### src/rtl/path_stream_pkg.sv
// Shared types and constants for the antenna-path stream transmitter.
// The test-pattern field layout is used only when PATH_STREAM_TX_TESTPAT_EN is defined.
package path_stream_pkg;

   localparam int unsigned PATH_DW     = 32;
   localparam int unsigned SLOT_W      = 16;
   localparam int unsigned TP_ANT_LSB  = 28;
   localparam int unsigned TP_ANT_W    = 4;
   localparam int unsigned TP_SLOT_LSB = 0;
   localparam int unsigned TP_SLOT_W   = 16;

   typedef enum logic [1:0] {
      IDLE      = 2'd0,
      WAIT_SYNC = 2'd1,
      RUN       = 2'd2
   } state_t;

   typedef struct packed {
      logic               txant;
      logic               tfram;
      logic [PATH_DW-1:0] data;
   } path_word_t;

   // Test-pattern word: antenna index in the top nibble, slot counter in the low half.
   function automatic logic [PATH_DW-1:0] tp_word(input logic [TP_ANT_W-1:0]  ant,
                                                  input logic [TP_SLOT_W-1:0] slot);
      logic [PATH_DW-1:0] w;
      w = '0;
      w[TP_ANT_LSB  +: TP_ANT_W]  = ant;
      w[TP_SLOT_LSB +: TP_SLOT_W] = slot;
      return w;
   endfunction

endpackage

### src/rtl/path_stream_fifo.sv
// Synchronous first-word-fall-through FIFO with synchronous flush.
// A push while full is accepted when a pop happens in the same cycle.
module path_stream_fifo
   import path_stream_pkg::*;
#(
   parameter int unsigned DEPTH = 64,
   parameter int unsigned DW    = PATH_DW
) (
   input  logic                   clk,
   input  logic                   asy_rst,
   input  logic                   i_push,
   input  logic [DW-1:0]          i_data,
   input  logic                   i_pop,
   input  logic                   i_flush,
   output logic [DW-1:0]          o_data,
   output logic                   o_full,
   output logic                   o_empty,
   output logic [$clog2(DEPTH):0] o_level
);

   localparam int unsigned AW = $clog2(DEPTH);
   localparam int unsigned LW = AW + 1;

   logic [DW-1:0] r_mem [DEPTH];
   logic [AW-1:0] r_wr;
   logic [AW-1:0] r_rd;
   logic [LW-1:0] r_level;
   logic          w_do_push;
   logic          w_do_pop;

   assign o_empty   = (r_level == '0);
   assign o_full    = (r_level == LW'(DEPTH));
   assign w_do_pop  = i_pop && !o_empty;
   assign w_do_push = i_push && (!o_full || w_do_pop);
   assign o_data    = r_mem[r_rd];
   assign o_level   = r_level;

   always_ff @(posedge clk or negedge asy_rst) begin
      if (!asy_rst) begin
         r_wr    <= '0;
         r_rd    <= '0;
         r_level <= '0;
      end else if (i_flush) begin
         r_wr    <= '0;
         r_rd    <= '0;
         r_level <= '0;
      end else begin
         if (w_do_push) r_wr <= r_wr + AW'(1);
         if (w_do_pop)  r_rd <= r_rd + AW'(1);
         r_level <= r_level + LW'(w_do_push) - LW'(w_do_pop);
      end
   end

   always_ff @(posedge clk) begin
      if (w_do_push && !i_flush) r_mem[r_wr] <= i_data;
   end

endmodule

### src/rtl/path_stream_tx.sv
// Antenna-path stream transmitter: FIFO-buffered IQ words emitted as sync-aligned,
// antenna-interleaved frames. Define PATH_STREAM_TX_TESTPAT_EN to add the i_test_sel pattern source.
module path_stream_tx
   import path_stream_pkg::*;
#(
   parameter int unsigned N_ANT      = 8,
   parameter int unsigned FRAME_LEN  = 1920,
   parameter int unsigned FIFO_DEPTH = 64,
   parameter int unsigned PREFILL    = 16
) (
   input  logic               clk,
   input  logic               asy_rst,
   input  logic               i_en,
   input  logic               i_frame_sync,
   input  logic [PATH_DW-1:0] s_data,
   input  logic               s_valid,
   output logic               s_ready,
   output logic               o_path_txant,
   output logic [PATH_DW-1:0] o_path_tdata,
   output logic               o_path_tfram,
   output logic               o_underrun,
   output logic               o_sync_err,
   input  logic               i_err_clr,
   output logic [15:0]        o_frame_cnt,
`ifdef PATH_STREAM_TX_TESTPAT_EN
   input  logic               i_test_sel,
`endif
   output logic               o_busy
);

   localparam int unsigned ANT_W = $clog2(N_ANT);
   localparam int unsigned LVL_W = $clog2(FIFO_DEPTH) + 1;

   state_t             r_state, w_state_nxt;
   logic [ANT_W-1:0]   r_ant, w_ant_nxt;
   logic [SLOT_W-1:0]  r_slot, w_slot_nxt;
   path_word_t         r_path, w_path_nxt;
   logic               r_out_last, w_out_last_nxt;
   logic               r_busy;
   logic               r_underrun, r_sync_err;
   logic [15:0]        r_frame_cnt;

   logic               w_emit, w_last, w_flush, w_frame_done, w_serr_set;
   logic               w_tp, w_pop, w_push, w_udr_set;
   logic               w_full, w_empty;
   logic [PATH_DW-1:0] w_fifo_data;
   logic [LVL_W-1:0]   w_level;

`ifdef PATH_STREAM_TX_TESTPAT_EN
   assign w_tp = i_test_sel;
`else
   assign w_tp = 1'b0;
`endif

   assign w_pop     = w_emit && !w_tp && !w_empty;
   assign w_udr_set = w_emit && !w_tp && w_empty;
   assign s_ready   = (r_state != IDLE) && (!w_full || w_pop);
   assign w_push    = s_valid && s_ready;

   path_stream_fifo #(
      .DEPTH (FIFO_DEPTH),
      .DW    (PATH_DW)
   ) u_fifo (
      .clk     (clk),
      .asy_rst (asy_rst),
      .i_push  (w_push),
      .i_data  (s_data),
      .i_pop   (w_pop),
      .i_flush (w_flush),
      .o_data  (w_fifo_data),
      .o_full  (w_full),
      .o_empty (w_empty),
      .o_level (w_level)
   );

   // Next state, slot/antenna position and the word registered onto the path.
   always_comb begin
      w_state_nxt    = r_state;
      w_ant_nxt      = r_ant;
      w_slot_nxt     = r_slot;
      w_path_nxt     = '0;
      w_out_last_nxt = 1'b0;
      w_emit         = 1'b0;
      w_flush        = 1'b0;
      w_frame_done   = 1'b0;
      w_serr_set     = 1'b0;
      w_last         = (r_ant == ANT_W'(N_ANT - 1)) && (r_slot == SLOT_W'(FRAME_LEN - 1));

      case (r_state)
         IDLE: begin
            w_flush    = 1'b1;
            w_ant_nxt  = '0;
            w_slot_nxt = '0;
            if (i_en) w_state_nxt = WAIT_SYNC;
         end
         WAIT_SYNC: begin
            if (!i_en) begin
               w_state_nxt = IDLE;
            end else if (i_frame_sync && (w_level >= LVL_W'(PREFILL))) begin
               w_emit      = 1'b1;
               w_state_nxt = RUN;
            end
         end
         RUN: begin
            w_emit = 1'b1;
            // A sync is aligned only while the previous frame's last word is on the outputs.
            if (i_frame_sync && !r_out_last) w_serr_set = 1'b1;
            if (w_last) begin
               w_frame_done = 1'b1;
               if (!i_en) w_state_nxt = IDLE;
            end
         end
         default: w_state_nxt = IDLE;
      endcase

      if (w_emit) begin
         if (r_ant == ANT_W'(N_ANT - 1)) begin
            w_ant_nxt  = '0;
            w_slot_nxt = w_last ? '0 : r_slot + SLOT_W'(1);
         end else begin
            w_ant_nxt  = r_ant + ANT_W'(1);
         end
         w_path_nxt.txant = (r_ant >= ANT_W'(N_ANT / 2));
         w_path_nxt.tfram = (r_ant == '0) && (r_slot == '0);
         w_path_nxt.data  = w_tp    ? tp_word(TP_ANT_W'(r_ant), r_slot) :
                            w_empty ? '0 : w_fifo_data;
         w_out_last_nxt   = w_last;
      end
   end

   always_ff @(posedge clk or negedge asy_rst) begin
      if (!asy_rst) begin
         r_state     <= IDLE;
         r_ant       <= '0;
         r_slot      <= '0;
         r_path      <= '0;
         r_out_last  <= 1'b0;
         r_busy      <= 1'b0;
         r_underrun  <= 1'b0;
         r_sync_err  <= 1'b0;
         r_frame_cnt <= '0;
      end else begin
         r_state    <= w_state_nxt;
         r_ant      <= w_ant_nxt;
         r_slot     <= w_slot_nxt;
         r_path     <= w_path_nxt;
         r_out_last <= w_out_last_nxt;
         r_busy     <= (w_state_nxt == RUN);
         r_underrun <= w_udr_set  ? 1'b1 : (i_err_clr ? 1'b0 : r_underrun);
         r_sync_err <= w_serr_set ? 1'b1 : (i_err_clr ? 1'b0 : r_sync_err);
         if (w_frame_done) r_frame_cnt <= r_frame_cnt + 16'd1;
      end
   end

   assign o_path_txant = r_path.txant;
   assign o_path_tfram = r_path.tfram;
   assign o_path_tdata = r_path.data;
   assign o_underrun   = r_underrun;
   assign o_sync_err   = r_sync_err;
   assign o_frame_cnt  = r_frame_cnt;
   assign o_busy       = r_busy;

endmodule

### config.mk
export PLATFORM = sky130hd
export DESIGN_NAME = path_stream_tx
export DESIGN_NICKNAME = d
export VERILOG_FILES = /design/src/rtl/path_stream_pkg.sv /design/src/rtl/path_stream_fifo.sv /design/src/rtl/path_stream_tx.sv
export SDC_FILE = /design/constraint.sdc
export NUM_CORES = 2
export LEC_CHECK = 0
export ABC_AREA = 1
export CORE_MARGIN = 2
export CORE_UTILIZATION = 50
export DETAILED_ROUTE_END_ITERATION = 8
export PLACE_DENSITY = 0.7
export SLEW_MARGIN = 0
export SYNTH_ARGS = -nofsm -noshare
export SYNTH_HDL_FRONTEND = slang
export SYNTH_SLANG_ARGS = --single-unit
### constraint.sdc
create_clock -name clk -period 6.5 [get_ports clk]
set_input_delay 1.3 -clock clk [delete_from_list [all_inputs] [get_ports clk]]
set_output_delay 1.3 -clock clk [all_outputs]
set_load 0.02 [all_outputs]
**Word level (Yosys, flattened, before mapping)**

Memories as Yosys holds them, arrays and structs flattened.
Cells that the tools add are included.

- Logic and storage cells: 91
- Flip-flop bits (word level): 94
- Memories kept: 1
- Output and inout port bits: 54
- Memory bits (writable): 2,048

Memory list:

| name | depth | bits a word | rd ports | clocked after memory_dff | write ports | line | RTL |
|---|---|---|---|---|---|---|---|
| u_fifo.r_mem | 64 | 32 | 1 | 0 | 1 | path_stream_fifo.sv:24 | `logic [DW-1:0] r_mem [DEPTH];` |

- Multiplexer cells: 34
- Add/subtract/negate cells: 7
- Eq/ne operators: 6
- Reduce and logical (&&, ||, !) cells: 27
- Order comparisons: 2

Operators with widths:

| cell | count |
|---|---|
| $mux 16 | 4 |
| $mux 34 | 1 |
| $add 16x1->16 const B | 2 |
| $mux 32 | 1 |
| $mux 6 | 4 |
| $eq 16x11->1 const B | 1 |
| $logic_not 16->1 | 1 |
| $mux 1 | 13 |
| $add 6x1->6 const B | 2 |
| $reduce_bool 2->1 | 6 |
| $logic_and 1x1->1 | 11 |
| $mux 2 | 5 |
| $mux 3 | 3 |
| $add 7x1->7 | 1 |
| $eq 7x7->1 const B | 1 |
| $ge 7x5->1 const B | 1 |
| $logic_not 7->1 | 1 |
| $mux 7 | 1 |
| $sub 7x1->7 | 1 |
| $pmux 2 s3 | 1 |
| $eq 2x2->1 const B | 2 |
| $logic_not 1->1 | 4 |
| $add 3x1->3 const B | 1 |
| $eq 3x3->1 const B | 1 |
| other kinds (6) | 7 |

**Logic depth before layout (Yosys ltp)**

- Depth in word-level cells: 13
- Depth in mapped cells: 23
- Mapped depth without buffers: 21

**Modules after synthesis**

Synthesis repeated with hierarchy kept, for this count alone.

- Cell total of the unflattened synthesis: 8,275
- Area, all modules: 89,567.2 um2

By module, submodules not included:

| module | instances | area an instance (um2) | cells each | seq. area each (um2) |
|---|---|---|---|---|
| path_stream_fifo | 1 | 85,812.3 | 7,822 | 61,974.4 |
| path_stream_tx | 1 | 3,754.9 | 453 | 1,876.8 |

**Worst setup path after synthesis**

Ideal clock, no wire load.

- Path type: input to register
- From: in i_en
- To: mem u_fifo.r_mem[15][0] (netlist bit) (enable)
- Setup slack: 1.702 ns
- Arrival time: 4.337 ns
- Path buffers: 1
- Stages on the path: 9
- Required time: 6.039 ns
- Cells stage by stage: nand2_1 -> inv_1 -> nand3_1 -> nand2_1 -> nand2_1 -> nand2_1 -> nand3_1 -> clkbuf_1 -> nor3_1

- Longest elaborated chain between the ends: 10

RTL lines:

| item | line | RTL |
|---|---|---|
| start, declared | path_stream_tx.sv:13 | `input logic i_en,` |
| $mux 1 * | path_stream_tx.sv:97 | `if (!i_en) begin` |
| $pmux 1 s2 * | path_stream_tx.sv:89 | `case (r_state)` |
| $logic_and 1x1->1 * | path_stream_tx.sv:55 | `assign w_pop = w_emit && !w_tp && !w_empty;` |
| $logic_or 1x1->1 | path_stream_tx.sv:57 | `assign s_ready = (r_state != IDLE) && (!w_full \|\| w_pop);` |
| $logic_and 1x1->1 | path_stream_tx.sv:57 |  |
| $logic_and 1x1->1 | path_stream_tx.sv:58 | `assign w_push = s_valid && s_ready;` |
| $logic_and 1x1->1 * | path_stream_fifo.sv:34 | `assign w_do_push = i_push && (!o_full \|\| w_do_pop);` |
| $logic_and 1x1->1 * | path_stream_fifo.sv:55 | `if (w_do_push && !i_flush) r_mem[r_wr] <= i_data;` |
| $mux 1 * | path_stream_fifo.sv:55 |  |
| $mux 1 (implied by the code) * | path_stream_fifo.sv:55 |  |
| end, declared | path_stream_fifo.sv:24 |  |

Every way passes the cells marked *; elsewhere a longest branch is shown, timed or not.

**Worst setup path after layout**

- From: in i_en
- To: out s_ready

- Longest elaborated chain between the ends: 5

RTL lines:

| item | line | RTL |
|---|---|---|
| $mux 1 | path_stream_tx.sv:97 |  |
| $pmux 1 s2 | path_stream_tx.sv:89 |  |
| $logic_and 1x1->1 | path_stream_tx.sv:55 |  |
| $logic_or 1x1->1 | path_stream_tx.sv:57 |  |
| $logic_and 1x1->1 | path_stream_tx.sv:57 |  |
| end, declared | path_stream_tx.sv:17 | `output logic s_ready,` |

Every way passes these cells.

==> results.md <==
Critical path:
- Across all register-to-register paths, the minimum setup slack is 2.60 ns.
- The worst setup path is launched from an input pin.
- In this run the critical register-to-register path is captured at o_path_tdata[11].
- STA classifies the critical path endpoint as a primary output.
- The critical path data arrival time is 3.79 ns.
- The cell type with the highest occurrence count on the critical path is sky130_fd_sc_hd__nand2_1.
- Walking the worst path, the cells encountered are clkdlybuf4s50_1 -> nand2_1 -> inv_1 -> nand3_1 -> nand2_1 -> nand2_1 -> nand2_1 -> nand2_1 -> inv_1 -> clkdlybuf4s50_1.
- The launching point of the worst reg2reg path is u_fifo.r_rd[2].
- The path depth of the worst reg2reg path is 12.
- The longest individual stage delay on the worst path is 0.59 ns.
- The critical path is of the in2out type.
- In this run the worst path has a maximum fanout of 15.
- The critical path's slowest cell is sky130_fd_sc_hd__clkdlybuf4s50_1.
- Together, buffers and inverters on the worst path number 4.
- The kind of cell adding the most delay to the critical path is buffers and inverters.
- At the worst endpoint, the required time is 5.20 ns.
- The critical path starts at i_en.

Routing:
- After detailed routing, the number of remaining DRC violations is 0.
- Across all layers, the routed design uses 58005 vias.
- In this run the remaining antenna-violating nets after routing total 0.
- Dividing the detail-routed wire length by the instance count gives 22.75 um.
- The number of DRC markers in iteration 0 is 7813.
- The iteration count of the initial detailed-routing pass is 8.
- In the routed layout, each cell is associated on average with a via count of 5.682.
- The total wirelength of the detailed-routed design is 232300 um.

Global route:
- The number of global-route vias before repair is 55558.
- The total grt overflow is 0.
- The first global-routing pass estimated 344000 um of wire.
- Entering global routing, the biggest net connects 228 pins.
- The initial antenna violation count was 11.
- Global routing used 25.52% of the available tracks.

Power and ir drop:
- The internal portion of total power is 21930 uW.
- The power density relative to cell area is 292.9 nW/um^2.
- The clock network is responsible for 39.6% of the overall power.
- The switching power is 6583 uW.
- Summed over all cells, the static leakage comes to 0.03487 uW.
- Of the total power, registers draw 53.7%.
- Of the total power, combinational logic draws 6.7%.
- Net switching is 23.09% of the power.
- The largest vdd supply drop is 0.0002870 V.

Clock network:
- In this run the post-CTS setup repair buffer count came out at 0.
- The cts-stage hold buffer count is 0.
- The root buffer cell is sky130_fd_sc_hd__clkbuf_16.
- The clock latency reported for the late side of the worst-skew pair is 0.85 ns.
- The maximum count of clock buffers along a single path is 3.
- Clock-pin slew was measured on the worst setup and hold paths at 0.06 ns.
- The number of buffers added by the clock tree synthesis step is 203.
- The total clock sinks is 2142.
- The clock tree from TritonCTS is yes.
- Once the clock tree was built, the resizer swapped 0 gates to a different size.
- The H-tree was split into 4 levels.

Synth:
- The number of nets handed over by synthesis was 7824.
- The synthesized netlist devotes 0.3350% of its cell area to adder and majority cells.
- Summing the areas of all compound-gate instances in the mapped netlist gives 5.223% of the synthesized area.
- Sequential elements use 72.45% of the synthesized area.
- After synthesis, the share of cell area in mux cells is 0%.
- The dominant combinational cell family by area after synthesis is simple AND/OR/NAND/NOR gates.
- The synthesized netlist contains 38 unique library cells.
- The async set or reset register ratio after synthesis is 4.388%.
- The synthesized area per cell is 11.35 sq um.
- The prevailing post-synth register cell is sky130_fd_sc_hd__edfxtp_1.
- The synthesized netlist occupies a cell area of 88140 sq um.
- The simple-gate share of the synthesized area is 17.95%.
- After synthesis the netlist holds a flip-flop and latch count of 2142.
- The number of warnings reported in the yosys synthesis log is 0.
- Summing the areas of all xor and xnor instances in the mapped netlist gives 0.2186% of the synthesized area.
- The number of synthesized flops with an enable pin is 2048.
- Synthesis handed over a netlist of 7763 instances.

Timing:
- Static timing analysis puts the maximum clock frequency at 196.4 MHz.
- The total negative slack is 0 ns.
- Measured against its own limit, the worst slew margin works out to 20.71%.
- The slew at the pin closest to its max-slew limit is 1.189 ns.
- The clock period could shrink to 5.092 ns.
- The number of pins exceeding their max-slew limit in the final report is 0.
- The number of failing hold endpoints at the final stage is 0.
- Of the available clock period, the critical path in the final layout requires 78.33%.
- Setup violations remaining at the end of the flow were counted as 0.
- Setup repair after global routing left no endpoint under its margin.
- The worst clock skew on the final layout is 0.03181 ns.

Cells and area:
- Cells with a size suffix above 1 make up 6.571% of the layout.
- Once layout is complete, the cells apart from fillers number 10209.
- After the last flow step, the layout net total stands at 7765.
- The fill cell instance count of the final layout is 14322.
- The area growth from synthesis to layout is 10.44%.

Min path:
- The tightest min-delay check is of the reg2reg type.
- Counting instances, the worst hold path has a depth of 1.
- The hold path endpoint is o_sync_err.
- The worst hold path begins at r_out_last.

Job:
- The tool flagged a number of max-cap violations equal to 0.

Floorplanning:
- The die span in y is 423.9 um.
- The area of the placeable core is 175700 sq um.
- The die covers 179600 sq um.
- The number of I/O pins is 92.
- For this configuration, the core starts out at a cell density of 50.16%.
- The number of rows created at floorplan is 154.
- The die is 423.9 um wide.

Placed design:
- The global placer's final weighted congestion is 0.8892.
- During placement, the flow inserted port buffers numbering 91.
- Including well taps, the total number of placed cells is 9839.
- The half-perimeter wire length of the detailed placement result is 127500 um.

Outcome:
- The run finished with clean final reports.
-- how the worst max path moves through the flow --
stage,to,slack [ns],cells past startpoint
2_1_floorplan,u_fifo.r_mem[15][0],1.70,9
3_3_place_gp,s_ready,1.40,10
3_5_place_dp,s_ready,1.41,10
4_1_cts,s_ready,1.42,10
5_1_grt,s_ready,1.23,10
6_report,s_ready,1.41,10
-- logic make-up (layout without fill, tap and decap cells) --
logic type / after synthesis / after routing
and+or+nand+nor: 3916 / 3916
DFF: 2142 / 2142
AOI/OAI and AO/OA: 891 / 891
buffers and inverters: 769 / 874
adders and majority gates: 23 / 23
xor gates and xnor gates: 22 / 22
other: 0 / 1
-- state kept, by name, indices dropped and copies added (netlist names) --
register,cells
u_fifo.r_mem,2048
o_path_tdata,32
o_frame_cnt,16
r_slot,16
u_fifo.o_level,7
u_fifo.r_rd,6
u_fifo.r_wr,6
r_ant,3
r_state,2
o_busy,1
o_path_tfram,1
o_path_txant,1
o_sync_err,1
o_underrun,1
r_out_last,1
-- per-stage QoR --
stage	power, uW	worst slack, ns	hold WS [ns]	util (%)	cell area [sq um]
2_1_floorplan	16620	1.702	0.4097	-	88140
3_3_place_gp	17430	1.398	0.4416	51.84	91090
3_5_place_dp	17460	1.412	0.4411	51.84	91090
4_1_cts	28550	1.420	0.4341	55.39	97340
5_1_grt	29280	1.230	0.4526	55.39	97340
6_report	28510	1.408	0.4444	55.39	97340
-- synthesized netlist by cell type (all sizes together), types with 23 or more instances --
library cell / count / area share, %
edfxtp: 2048 / 70
nand2: 1709 / 7.3
nor2: 1413 / 6.0
nand3: 689 / 3.9
o21ai: 656 / 3.7
inv: 320 / 1.4
clkbuf: 227 / 0.97
buf: 221 / 1.5
a21oi: 175 / 0.99
dfrtp: 94 / 2.7
o211ai: 49 / 0.42
or2: 43 / 0.31
nand4: 30 / 0.21
nor3: 23 / 0.14
-- layout by cell type (no fill, tap or decap), types with 5 or more instances in the layout --
cell,n
sky130_fd_sc_hd__edfxtp_1,2048
sky130_fd_sc_hd__nand2_1,1707
sky130_fd_sc_hd__nor2_1,1353
sky130_fd_sc_hd__nand3_1,689
sky130_fd_sc_hd__o21ai_0,607
sky130_fd_sc_hd__inv_1,313
sky130_fd_sc_hd__clkbuf_16,205
sky130_fd_sc_hd__a21oi_1,175
sky130_fd_sc_hd__buf_4,91
sky130_fd_sc_hd__dfrtp_1,89
sky130_fd_sc_hd__nor2_4,59
sky130_fd_sc_hd__clkdlybuf4s50_1,58
sky130_fd_sc_hd__clkinv_1,53
sky130_fd_sc_hd__clkbuf_1,53
sky130_fd_sc_hd__o21ai_1,49
sky130_fd_sc_hd__o211ai_1,49
sky130_fd_sc_hd__or2_2,43
sky130_fd_sc_hd__nand4_1,30
sky130_fd_sc_hd__clkinv_2,27
sky130_fd_sc_hd__ha_1,22
sky130_fd_sc_hd__buf_2,20
sky130_fd_sc_hd__xor2_1,18
sky130_fd_sc_hd__buf_12,15
sky130_fd_sc_hd__nor3_1,13
sky130_fd_sc_hd__nor3_2,10
sky130_fd_sc_hd__bufinv_16,10
sky130_fd_sc_hd__inv_6,9
sky130_fd_sc_hd__nor4_1,6
sky130_fd_sc_hd__o22ai_1,5
sky130_fd_sc_hd__clkbuf_8,5
-- cell type report --
| type | count | area (sq um) | share of cell area [%] |
|---|---|---|---|
| tap | 2340 | 2928 | 3.008 |
| clock buffer | 263 | 5398 | 5.545 |
| clock inverter | 106 | 847.1 | 0.8702 |
| multi-input combinational | 4852 | 21390 | 21.97 |
| timing repair buffer | 184 | 1664 | 1.710 |
| inverter | 321 | 1244 | 1.278 |
| antenna | 1 | 2.502 | 0.002571 |
| sequential | 2142 | 63870 | 65.61 |
-- power groups by stage --
stage	combinational, uW	sequential [uW]	clock (uW)
after CTS	1870	15300	11400
after global placement	1830	15600	0
final	1900	15300	11300
after floorplan	1030	15600	0
after detailed placement	1860	15600	0
after global routing	2070	15300	11900
-- per-layer routing --
layer  routed length [um]  GRT usage (%)  share of wire, %
met5                   13              0            0.0056
met4                 8805          9.828               3.8
met3                22390          4.530               9.6
met2               110800          41.08                48
met1                90330          34.76                39
Note: power is estimated with default switching activity, not from simulation.
